<file path="src/rtl/alu_seq_pkg.sv">
// rtl/alu_seq_pkg.sv - shared state encoding and control-bundle layout for alu_seq
package alu_seq_pkg;

    typedef enum logic {
        ST_IDLE = 1'b0,
        ST_MUL  = 1'b1
    } state_t;

    // Bit positions of the decoder's packed 7-bit control bundle
    localparam int CTL_ZX  = 0;
    localparam int CTL_NX  = 1;
    localparam int CTL_ZY  = 2;
    localparam int CTL_NY  = 3;
    localparam int CTL_F   = 4;
    localparam int CTL_NO  = 5;
    localparam int CTL_MUL = 6;
    localparam int CTL_W   = 7;

endpackage

</file>
<file path="src/rtl/alu_core.sv">
// rtl/alu_core.sv - combinational Hack ALU slice: operand preprocessing, add/and, negate, carry/overflow
module alu_core #(
    parameter int WIDTH = 16
) (
    input  logic [WIDTH-1:0] x,
    input  logic [WIDTH-1:0] y,
    input  logic             zx,
    input  logic             nx,
    input  logic             zy,
    input  logic             ny,
    input  logic             f,
    input  logic             no,
    output logic [WIDTH-1:0] x2,
    output logic [WIDTH-1:0] y2,
    output logic [WIDTH-1:0] r_final,
    output logic             cy,
    output logic             ov
);

    logic [WIDTH-1:0] x1;
    logic [WIDTH-1:0] y1;
    logic [WIDTH:0]   sum;
    logic [WIDTH-1:0] r;

    assign x1  = zx ? '0 : x;
    assign x2  = nx ? ~x1 : x1;
    assign y1  = zy ? '0 : y;
    assign y2  = ny ? ~y1 : y1;
    assign sum = {1'b0, x2} + {1'b0, y2};
    assign r   = f ? sum[WIDTH-1:0] : (x2 & y2);

    // Flags describe the adder before the final inversion
    assign cy      = f & sum[WIDTH];
    assign ov      = f & (x2[WIDTH-1] == y2[WIDTH-1]) & (sum[WIDTH-1] != x2[WIDTH-1]);
    assign r_final = no ? ~r : r;

endmodule

</file>
<file path="src/rtl/alu_seq.sv">
// rtl/alu_seq.sv - registered Hack ALU with carry/overflow, valid/ready handshake and iterative multiply
module alu_seq
    import alu_seq_pkg::*;
#(
    parameter int WIDTH  = 16,
    parameter int MUL_EN = 1
) (
    input  logic             clock,
    input  logic             reset,
    input  logic             in_valid,
    output logic             in_ready,
    input  logic [WIDTH-1:0] x,
    input  logic [WIDTH-1:0] y,
    input  logic             zx,
    input  logic             nx,
    input  logic             zy,
    input  logic             ny,
    input  logic             f,
    input  logic             no,
    input  logic             mul,
    output logic             out_valid,
    input  logic             out_ready,
    output logic [WIDTH-1:0] out,
    output logic             zr,
    output logic             ng,
    output logic             cy,
    output logic             ov
);

    localparam int CW = $clog2(WIDTH);

    state_t             state, state_n;
    logic [CW-1:0]      cnt;
    logic [2*WIDTH-1:0] acc;
    logic [2*WIDTH-1:0] mcand;
    logic [WIDTH-1:0]   mplier;
    logic               no_q;

    logic [CTL_W-1:0]   ctl;
    logic [WIDTH-1:0]   core_x2, core_y2, core_r;
    logic               core_cy, core_ov;
    logic               accept, mul_op;
    logic [2*WIDTH-1:0] partial;

    logic               load;
    logic [WIDTH-1:0]   ld_out;
    logic               ld_cy, ld_ov;

    assign ctl = {mul, no, f, ny, zy, nx, zx};

    alu_core #(.WIDTH(WIDTH)) u_core (
        .x       (x),
        .y       (y),
        .zx      (ctl[CTL_ZX]),
        .nx      (ctl[CTL_NX]),
        .zy      (ctl[CTL_ZY]),
        .ny      (ctl[CTL_NY]),
        .f       (ctl[CTL_F]),
        .no      (ctl[CTL_NO]),
        .x2      (core_x2),
        .y2      (core_y2),
        .r_final (core_r),
        .cy      (core_cy),
        .ov      (core_ov)
    );

    assign in_ready = (state == ST_IDLE) && (!out_valid || out_ready);
    assign accept   = in_valid && in_ready;
    assign mul_op   = ctl[CTL_MUL] && (MUL_EN != 0);
    assign partial  = acc + (mplier[0] ? mcand : '0);

    always_comb begin
        state_n = state;
        load    = 1'b0;
        ld_out  = '0;
        ld_cy   = 1'b0;
        ld_ov   = 1'b0;
        case (state)
            ST_IDLE: begin
                if (accept) begin
                    if (mul_op) begin
                        state_n = ST_MUL;
                    end else begin
                        load   = 1'b1;
                        ld_out = core_r;
                        ld_cy  = core_cy;
                        ld_ov  = core_ov;
                    end
                end
            end
            ST_MUL: begin
                if (cnt == CW'(WIDTH - 1)) begin
                    state_n = ST_IDLE;
                    load    = 1'b1;
                    ld_out  = no_q ? ~partial[WIDTH-1:0] : partial[WIDTH-1:0];
                    ld_ov   = |partial[2*WIDTH-1:WIDTH];
                end
            end
            default: state_n = ST_IDLE;
        endcase
    end

    always_ff @(posedge clock) begin
        if (reset) begin
            state     <= ST_IDLE;
            cnt       <= '0;
            acc       <= '0;
            mcand     <= '0;
            mplier    <= '0;
            no_q      <= 1'b0;
            out       <= '0;
            zr        <= 1'b0;
            ng        <= 1'b0;
            cy        <= 1'b0;
            ov        <= 1'b0;
            out_valid <= 1'b0;
        end else begin
            state <= state_n;
            if (state == ST_IDLE && accept && mul_op) begin
                cnt    <= '0;
                acc    <= '0;
                mcand  <= {{WIDTH{1'b0}}, core_x2};
                mplier <= core_y2;
                no_q   <= ctl[CTL_NO];
            end else if (state == ST_MUL) begin
                // Shift-add: one multiplier bit consumed per cycle, LSB first
                acc    <= partial;
                mcand  <= mcand << 1;
                mplier <= mplier >> 1;
                cnt    <= cnt + CW'(1);
            end
            if (load) begin
                out       <= ld_out;
                zr        <= (ld_out == '0);
                ng        <= ld_out[WIDTH-1];
                cy        <= ld_cy;
                ov        <= ld_ov;
                out_valid <= 1'b1;
            end else if (out_valid && out_ready) begin
                out_valid <= 1'b0;
            end
        end
    end

endmodule
</file>
<file path="config.mk">
export PLATFORM = sky130hd
export DESIGN_NAME = alu_seq
export DESIGN_NICKNAME = d
export VERILOG_FILES = /design/src/rtl/alu_seq_pkg.sv /design/src/rtl/alu_core.sv /design/src/rtl/alu_seq.sv
export SDC_FILE = /design/constraint.sdc
export NUM_CORES = 1
export LEC_CHECK = 0
export CAP_MARGIN = 20
export CORE_MARGIN = 3
export CORE_UTILIZATION = 60
export CTS_CLUSTER_SIZE = 30
export DETAILED_ROUTE_END_ITERATION = 16
export GPL_ROUTABILITY_DRIVEN = 0
export GPL_TIMING_DRIVEN = 1
export HOLD_SLACK_MARGIN = 0.05
export PLACE_DENSITY = 0.82
export REMOVE_ABC_BUFFERS = 1
export SLEW_MARGIN = 20
export SYNTH_ARGS = -nofsm -noshare
export SYNTH_HDL_FRONTEND = slang
export SYNTH_SLANG_ARGS = --single-unit
</file>
<file path="constraint.sdc">
create_clock -name clock -period 5.95 [get_ports clock]
set_clock_uncertainty 0.05 [all_clocks]
set_input_delay 1.19 -clock clock [delete_from_list [all_inputs] [get_ports clock]]
set_output_delay 1.19 -clock clock [all_outputs]
set_load 0.02 [all_outputs]
</file>
# After elaboration in Yosys (flattened, before gate mapping)
# Cells that the tools add are included.
[classes]
n_bitwise = 9
n_addsub = 3
n_reduce_logical = 12
n_eq_ne = 3
mux = 33
[ops]
columns = ["operator", "count"]
rows = [
  ["2-to-1 mux 16 bit", 14],
  ["NOT 16 bit", 4],
  ["adder 32 bit", 1],
  ["2-to-1 mux 32 bit", 1],
  ["one-hot mux 16 bit (2 select lines)", 1],
  ["adder 16 x 16 -> 17 bit", 1],
  ["AND 16 bit", 1],
  ["logical NOT 16 bit", 1],
  ["OR reduction 16 bit", 1],
  ["2-to-1 mux 1 bit", 14],
  ["one-hot mux 1 bit (2 select lines)", 3],
  ["logical AND 1 bit", 5],
  ["adder 4 x 1 -> 4 bit, second input constant", 1],
  ["equality test 4 bit, second input constant", 1],
  ["nonzero test 2 bit", 2],
  ["AND 1 bit", 3],
  ["OR reduction 2 bit", 1],
  ["equality test 1 bit", 1],
  ["logical NOT 1 bit", 1],
  ["logical OR 1 bit", 1],
  ["inequality test 1 bit", 1],
  ["NOT 1 bit", 1],
]
[totals]
inputBits = 43
word_cells = 73
out_inout_bits = 22
regBits = 107

# Logic depth before layout (Yosys ltp)
# Gate-level depths: netlist of the first run.
[depth]
word_depth = 11
ltp_mapped = 17
depth_no_buf = 16

# By module
# A second synthesis of the first run with hierarchy kept.
[unflattened]
hier_cells = 1015
hier_area_um2 = 8399.3
[by_module_without_submodules]
columns = ["mod", "cells_each", "instances", "area_per_inst_um2", "seq_area_each_um2"]
rows = [
  ["alu_seq", 751, 1, 6234.7, 2122.0],
  ["alu_core", 264, 1, 2164.6, 0.0],
]

# Least setup slack after synthesis of the first run
# OpenSTA, ideal clock, no wires.
[synth_timing]
path_kind = "input to register"
start = "input ny"
end = "register zr"
path_buffers = 2
required_time_ns = 5.831
setup_time_ns = 0.069
path_stages = 15
arrival_ns = 4.608
slack_ns = 1.224
cell_sequence = "buf_4 buf_1 xnor2_1 ha_1 inv_1 fa_1 or4_1 a32oi_1 o2111ai_1 a41oi_1 xnor2_1 o22ai_1 nor4_1 nand4_1 o21ai_1"
[synth_between]
elab_chain_cells = 9
word_cells_on_any_way = 10
classes_between = "add/sub (1); mux (6); bitwise (2); reduce/logical (1)"
[synth_lines]
columns = ["item", "line", "rtl"]
rows = [
  ["start, declared", "alu_seq.sv:17", "input logic ny,"],
  ["2-to-1 mux 16 bit *", "alu_core.sv:28", "assign y2 = ny ? ~y1 : y1;"],
  ["adder 16 x 16 -> 17 bit or AND 16 bit (tied branches)", "alu_core.sv:29, alu_core.sv:30", ""],
  ["2-to-1 mux 16 bit *", "alu_core.sv:30", "assign r = f ? sum[WIDTH-1:0] : (x2 & y2);"],
  ["NOT 16 bit", "alu_core.sv:35", "assign r_final = no ? ~r : r;"],
  ["2-to-1 mux 16 bit *", "alu_core.sv:35", ""],
  ["2-to-1 mux 16 bit *", "alu_seq.sv:81", "if (mul_op) begin"],
  ["2-to-1 mux 16 bit *", "alu_seq.sv:80", "if (accept) begin"],
  ["one-hot mux 16 bit (2 select lines) *", "alu_seq.sv:78", "case (state)"],
  ["logical NOT 16 bit *", "alu_seq.sv:134", "zr <= (ld_out == '0);"],
  ["end signal, assigned", "alu_seq.sv:134", ""],
  ["end, declared", "alu_seq.sv:24", "output logic zr,"],
]
# Every way passes the cells marked *; elsewhere a longest branch is shown, timed or not.
# A chain may end at the register's enable or synchronous reset.

# Worst setup path in the final report of the first run
[layout_timing]
start = "input zy"
end = "register zr"
[layout_between]
elab_chain_cells = 11
word_cells_on_any_way = 12
classes_between = "add/sub (1); mux (7); bitwise (3); reduce/logical (1)"
[layout_lines]
columns = ["item", "line", "rtl"]
rows = [
  ["start, declared", "alu_seq.sv:16", "input logic zy,"],
  ["2-to-1 mux 16 bit *", "alu_core.sv:27", "assign y1 = zy ? '0 : y;"],
  ["NOT 16 bit", "alu_core.sv:28", ""],
  ["2-to-1 mux 16 bit *", "alu_core.sv:28", ""],
  ["adder 16 x 16 -> 17 bit or AND 16 bit (tied branches)", "alu_core.sv:29, alu_core.sv:30", ""],
  ["2-to-1 mux 16 bit *", "alu_core.sv:30", ""],
  ["NOT 16 bit", "alu_core.sv:35", ""],
  ["2-to-1 mux 16 bit *", "alu_core.sv:35", ""],
  ["2-to-1 mux 16 bit *", "alu_seq.sv:81", ""],
  ["2-to-1 mux 16 bit *", "alu_seq.sv:80", ""],
  ["one-hot mux 16 bit (2 select lines) *", "alu_seq.sv:78", ""],
  ["logical NOT 16 bit *", "alu_seq.sv:134", ""],
]
# Marks and branches as above.

==> results.md, run 1 <==
* Final net count at 1138
* Hold Vio Cnt, Final at 0
* Switching power share of the total at 30.6%
* FF+latch count, synth at 106
* Total congestion overflow at 0
* Clk_lat worst skew at 360 ps
* Post CTS Setup Buffer Count at 0
* Vias in the first global route at 6848
* Worst hold start: out[13]$_SDFFE_PP0P_
* Port bufs at 64
* CP most frequent cell: xnor2_1
* Synth Instances at 1018
* Post-DRT Antenna Nets at 0
* Initial antenna violation count at 0
* Internal power at 1330 µW
* Status: complete, no violations
* Reg-to-Reg End: ov$_SDFFE_PP0P_
* Leakage at 0.00364 µW
* CTS Sinks at 106
* Syn Std Cell Area at 8150 µm²
* Post-DR wirelength/cell at 16.4 µm
* Hold Path Sink: out[13]$_SDFFE_PP0P_
* CP cell instances: clkdlybuf4s50_1 > nand2b_1 > xnor2_1 > ha_1 > inv_1 > fa_1 > or4_1 > a32oi_1 > o2111ai_1 > a41oi_1 > xnor2_1 > o22ai_1 > nor4_1 > nand4_1 > o21ai_1
* Largest family of logic cells by synthesized area: simple AND/OR/NAND/NOR gates
* Number of distinct library cells after synthesis at 75
* Main synth FF type: dfxtp_1
* Post-synth EDFFs at 0
* Post-synthesis compound-gate area fraction at 18.6%
* Period utilization at 85.3%
* Seq pwr share at 40.2%
* Combinational share of power at 27.8%
* Max-slew violation count at 0
* Worst hold path type: flop to flop
* Core Box Area at 12900 µm²
* Max Clock Freq at 197 MHz
* Via count at 7505
* Relative slew margins at 26.2%
* Sw Pwr at 586 µW
* Die area at 15000 µm²
* Via density at 6.14
* Sequential element share of the synthesized area at 26.0%
* Hold Path Stages at 2
* Crit-path max FO at 16
* I/O pins at 65
* Max-cap violations at 0
* WP data required at 6200 ps
* Synth area leader: dfxtp_1
* Post-route worst setup slack at 877 ps
* Post-synth ARST share at 0%
* Setup-failing EPs final at 0
* Final Routed Wirelength at 20000 µm
* Worst R2R Path Depth at 16
* DP HPWL at 14500 µm
* P per Cell Area at 209 nW/µm²
* Die Ht at 123 µm
* Post-CTS resize count at 0
* CTS clk-pin slew, worst paths at 80 ps
* First DRT Iteration DRCs at 649
* Largest net degree at the start of global routing at 63
* Most instantiated cells after synthesis: 140 x nor2_1, 106 x dfxtp_1, 74 x nand2_1
* Critical setup path kind: input pin to flop
* Num CTS Buffers at 9
* CTS H-tree lvls at 3
* R2r setup slk at 1310 ps
* RSZ-0062 raised after global routing: false
* Clock buffer depth at 2
* Die width at 123 µm
* Synth area leaders: dfxtp_1 26%, mux2i_1 8.2%, ha_1 7.4%
* Synth Area in Adders at 7.86%
* # diodes at 0
* Final min period at 5070 ps
* Crit path capture type: flop
* Worst-margin pin slew at 1100 ps
* Top-count cell post-synth: nor2_1
* Largest stage delay, worst path at 650 ps
* Maximum VDD drop at 0.000203 V
* Cell Rows at 41
* Post-Synthesis Mean Instance Area at 8.00 µm²
* First-pass GRT wire length at 32900 µm
* Cts hold-fix bufs at 0
* Fill cell count at 1090
* Worst endpoint data arrival time at 5320 ps
* Slowest CP cell: clkdlybuf4s50_1
* CTS tree: done
* Synth Area in XOR/XNOR at 12.4%
* Global-route usage over all layers at 27.0%
* Ys Warns at 0
* Post-synthesis mux area share at 8.37%
* Initial DRT Pass Iterations at 6
* FF-to-FF Start: mplier[0]$_SDFFE_PP0P_
* Pre-CTS setup slack at 548 ps
* Root buf cell: clkbuf_16
* TNS Setup at 0 ps
* Share of cells above drive strength 1 at 4.19%
* Synth-to-layout area growth at 12.4%
* Post-synth top area share at 26.0%
* Clock power frac at 32.0%
* Remaining DRCs at 0
* CP startpoint kind: input pin
* Total Power at 1910 µW
* Initial Utilization at 63.0%
* Simple-gate area share of the yosys netlist at 23.0%
-- registers in the layout (all words and copies together), names as in the netlist --
name       count
acc           32
out_valid      1
zr             1
ov             1
mcand         32
cy             1
cnt            4
no_q           1
mplier        16
out           16
state          1
-- placed cells by master, fill, tap and decap left out, types with 17 or more instances in the layout --
master / count
a21oi_1: 65
nor2_1: 140
o21ai_0: 22
ha_1: 48
and2_1: 35
xor2_1: 38
nand2b_1: 30
mux2i_1: 67
a211oi_1: 31
nand2_1: 74
dfxtp_1: 105
nand3_1: 22
xnor2_1: 68
nor3_1: 17
clkdlybuf4s50_1: 63
-- how the worst max path moves through the flow --
stage | to | startpoint
after floorplan | acc[1]$_SDFFE_PP0P_ | state$_SDFF_PP0_
after global placement | zr$_SDFFE_PP0P_ | zy
after detailed placement | zr$_SDFFE_PP0P_ | zy
after CTS | zr$_SDFFE_PP0P_ | zy
after global routing | zr$_SDFFE_PP0P_ | zy
final | zr$_SDFFE_PP0P_ | zy
-- layer usage --
metal | global-route usage, % | vias up | share of wire, %
met3 | 6.22 | 24 | 7.0
met5 | 0 | - | 0
li1 | - | 3686 | -
met4 | 7.14 | 0 | 1.6
met1 | 38.3 | 3528 | 46
met2 | 41.3 | 267 | 45
-- critical path, delay by kind of cell --
kind | cells | cell delay [ps]
and+or+nand+nor | 4 | 1320
AOI/OAI and AO/OA | 5 | 1030
buffers and inverters | 2 | 720
adders and majority gates | 2 | 680
xor gates and xnor gates | 2 | 370
-- per-stage QoR --
stage | hold slack, ps | cell area [µm²] | utilization, % | cells
global route | 434 | 9160 | 70.8 | 1222
CTS | 415 | 9160 | 70.8 | 1222
finish | 411 | 9160 | 70.8 | 1222
floorplan | 407 | 7900 | - | 957
detailed placement | 396 | 8860 | 68.5 | 1206
global placement | 393 | 8860 | 68.5 | 1206
-- power groups by stage --
stage,sequential [µW],clock [µW],combinational [µW]
finish,768,612,531
global route,771,651,586
CTS,767,623,527
detailed placement,783,0,521
global placement,782,0,514
floorplan,802,0,350
-- area by class of cell --
cell class | count | area (µm²) | area share, %
flip-flops and latches | 106 | 2130 | 23.2
clock buffers | 14 | 264 | 2.88
multi-input cells | 837 | 5730 | 62.6
inverters | 14 | 52.6 | 0.574
repair buffers | 77 | 733 | 8.01
well taps | 172 | 215 | 2.35
clock inverters | 2 | 35.0 | 0.383
-- kinds of logic after synthesis --
family	Yosys count
buffers and inverters	75
DFF	106
and+or+nand+nor	387
AOI/OAI and AO/OA	222
muxes	68
adders and majority gates	50
xor gates and xnor gates	110
(Power assumes the default switching activity.)
==> run 2, diff against run 1 <==
SYNTH_HIERARCHICAL = 1   (was unset)
==> results.md, run 2 <==
* Switching power share of the total at 32.2%
* Remaining DRCs at 0
* Final net count at 1135
* Total congestion overflow at 0
* # diodes at 0
* Simple-gate area share of the yosys netlist at 21.2%
* DP HPWL at 15100 µm
* CTS H-tree lvls at 3
* Combinational share of power at 28.4%
* Internal power at 1290 µW
* Post-DR wirelength/cell at 17.0 µm
* Max Clock Freq at 182 MHz
* Max-cap violations at 0
* Share of cells above drive strength 1 at 7.63%
* Main synth FF type: dfxtp_1
* Post-synthesis compound-gate area fraction at 22.3%
* Synth-to-layout area growth at 11.4%
* Final min period at 5510 ps
* Via count at 7454
* Crit path capture type: flop
* Vias in the first global route at 7272
* CTS clk-pin slew, worst paths at 70 ps
* Die area at 15500 µm²
* Sequential element share of the synthesized area at 25.3%
* Leakage at 0.00362 µW
* Root buf cell: clkbuf_16
* Sw Pwr at 614 µW
* Largest family of logic cells by synthesized area: compound AO/OA/AOI/OAI gates
* Most common cell after layout, fill and taps aside: dfxtp_1
* Slowest CP cell: clkdlybuf4s50_1
* Post-synth ARST share at 0%
* Fin area at 9360 µm²
* Initial Utilization at 62.4%
* Via density at 6.09
* Die width at 124 µm
* Num CTS Buffers at 9
* Relative slew margins at 30.5%
* Maximum VDD drop at 0.000158 V
* Die Ht at 124 µm
* CP bufs+invs at 2
* WP data required at 6150 ps
* Initial DRT Pass Iterations at 7
* P per Cell Area at 204 nW/µm²
* Ys Warns at 6
* Initial antenna violation count at 0
* RSZ-0062 raised after global routing: false
* Synth area leader: dfxtp_1
* Period utilization at 92.5%
* Worst path top cell family by delay: compound AO/OA/AOI/OAI gates
* Critical setup path kind: input pin to flop
* Worst hold path type: flop to flop
* First DRT Iteration DRCs at 587
* Clock power frac at 31.5%
* Largest stage delay, worst path at 710 ps
* Post-route worst setup slack at 443 ps
* Clock buffer depth at 2
* Post CTS Setup Buffer Count at 0
* Core Box Area at 13500 µm²
* CP startpoint kind: input pin
* Post-Synthesis Mean Instance Area at 8.28 µm²
* Global-route usage over all layers at 26.6%
* Port bufs at 64
* Synth Area in Adders at 7.60%
* Pre-CTS setup slack at 140 ps
* TNS Setup at 0 ps
* FF+latch count, synth at 106
* Hold Vio Cnt, Final at 0
* Post-CTS resize count at 0
* Synth Instances at 1015
* Largest registers: acc: 32 flops, mcand: 32 flops
* CTS Sinks at 106
* Cell Rows at 42
* Status: complete, no violations
* Cts hold-fix bufs at 0
* Synth area leaders: dfxtp_1 25%, xnor2_1 8.1%, ha_1 7.0%
* Largest net degree at the start of global routing at 49
* Synth Area in XOR/XNOR at 13.8%
* Setup-failing EPs final at 0
* I/O pins at 65
* Commonest cells after routing, fill and taps aside: 105 x dfxtp_1, 98 x a21oi_1, 92 x nand2_1
* Post-DRT Antenna Nets at 0
* Worst endpoint data arrival time at 5700 ps
* Max-slew violation count at 0
* Worst-margin pin slew at 1040 ps
* Seq pwr share at 40.1%
* Syn Std Cell Area at 8400 µm²
* Post-synth EDFFs at 0
* Top-count cell post-synth: dfxtp_1
* Post-synth top area share at 25.3%
* Placed Area at 9060 µm²
* Final Routed Wirelength at 20900 µm
* CTS tree: done
* Clk_lat worst skew at 360 ps
* Crit-path max FO at 11
* Most instantiated cells after synthesis: 106 x dfxtp_1, 98 x a21oi_1, 92 x nand2_1
* CP cell instances: clkdlybuf4s50_1 > nand2b_1 > xor2_1 > inv_1 > ha_1 > a21oi_1 > o21ai_0 > a221oi_2 > o211ai_2 > a21oi_2 > o21ai_2 > xnor2_1 > nor3b_1 > a22o_1 > a2111oi_2 > nand4_1 > or4_1 > o31a_1
* Number of distinct library cells after synthesis at 87
* Post-synthesis mux area share at 5.02%
* First-pass GRT wire length at 35000 µm
==> run 2: changes by cell type after synthesis, moves of 6 or more <==
cell      previous run  this run
a31oi_1              4        12
a221oi_1            13         3
a21oi_1             65        98
a211oi_1            31         7
clkbuf_1            48        42
nand3_1             23        13
xor2_1              38        25
nor2_1             140        81
a22oi_1              3        39
a21o_1              10        20
mux2i_1             67        41
xnor2_1             68        78
nand2_1             74        92
==> run 2: power by group through the flow <==
stage / clock [µW] / sequential [µW] / combinational, µW
6_report: 600 / 765 / 542
5_1_grt: 637 / 769 / 586
4_1_cts: 613 / 765 / 534
3_5_place_dp: 0 / 781 / 529
3_3_place_gp: 0 / 781 / 520
2_1_floorplan: 0 / 790 / 354
==> run 2: worst register-to-register path: cells and delay by family (launching register included) <==
kind	cells	cell delay, ps
xor gates and xnor gates	1	260
adders and majority gates	2	650
DFF	1	660
AOI/OAI and AO/OA	7	2070
and+or+nand+nor	2	850
==> run 2: per-layer routing <==
layer	wire length (µm)	part of all wire, %	track usage [%]	vias up
met5	0	0	0	-
met1	9060	43	32.7	3521
met3	939	4.5	4.25	30
met4	347	1.7	6.58	0
li1	-	-	-	3684
met2	10500	50	48.5	219
==> run 2: cell type report <==
cell class	instances	area [µm²]
Fill cell	1147	4100
Clock buffer	11	253
Inverter	17	63.8
Sequential cell	106	2130
Tap cell	176	220
Timing Repair Buffer	81	763
Clock inverter	5	45.0
Multi-Input combinational cell	828	5890
==> run 2: kinds of logic (layout without fill, tap and decap cells) <==
kind of cell,after synthesis,count (layout)
mux,42,42
compound gates,275,275
buf+inv,81,114
flops,106,106
fa+ha+maj,50,50
xor+xnor,116,116
simple gates,345,345
==> run 2: worst paths after layout <==
path	slack [ps]	cells past startpoint	from	endpoint
setup / recovery	440	18	zx	ov$_SDFFE_PP0P_
hold / removal	410	2	out[3]$_SDFFE_PP0P_	out[3]$_SDFFE_PP0P_
setup reg to reg	1310	12	mplier[0]$_SDFFE_PP0P_	ov$_SDFFE_PP0P_
hold reg to reg	410	2	out[3]$_SDFFE_PP0P_	out[3]$_SDFFE_PP0P_
==> run 2: through the flow <==
| step | utilization [%] | hold slack [ps] | std cells | power [µW] |
|---|---|---|---|---|
| CTS | 69.6 | 408 | 1224 | 1910 |
| floorplan | - | 381 | 951 | 1140 |
| global placement | 67.3 | 394 | 1208 | 1300 |
| detailed placement | 67.3 | 397 | 1208 | 1310 |
| global route | 69.6 | 429 | 1224 | 1990 |
| finish | 69.6 | 405 | 1224 | 1910 |
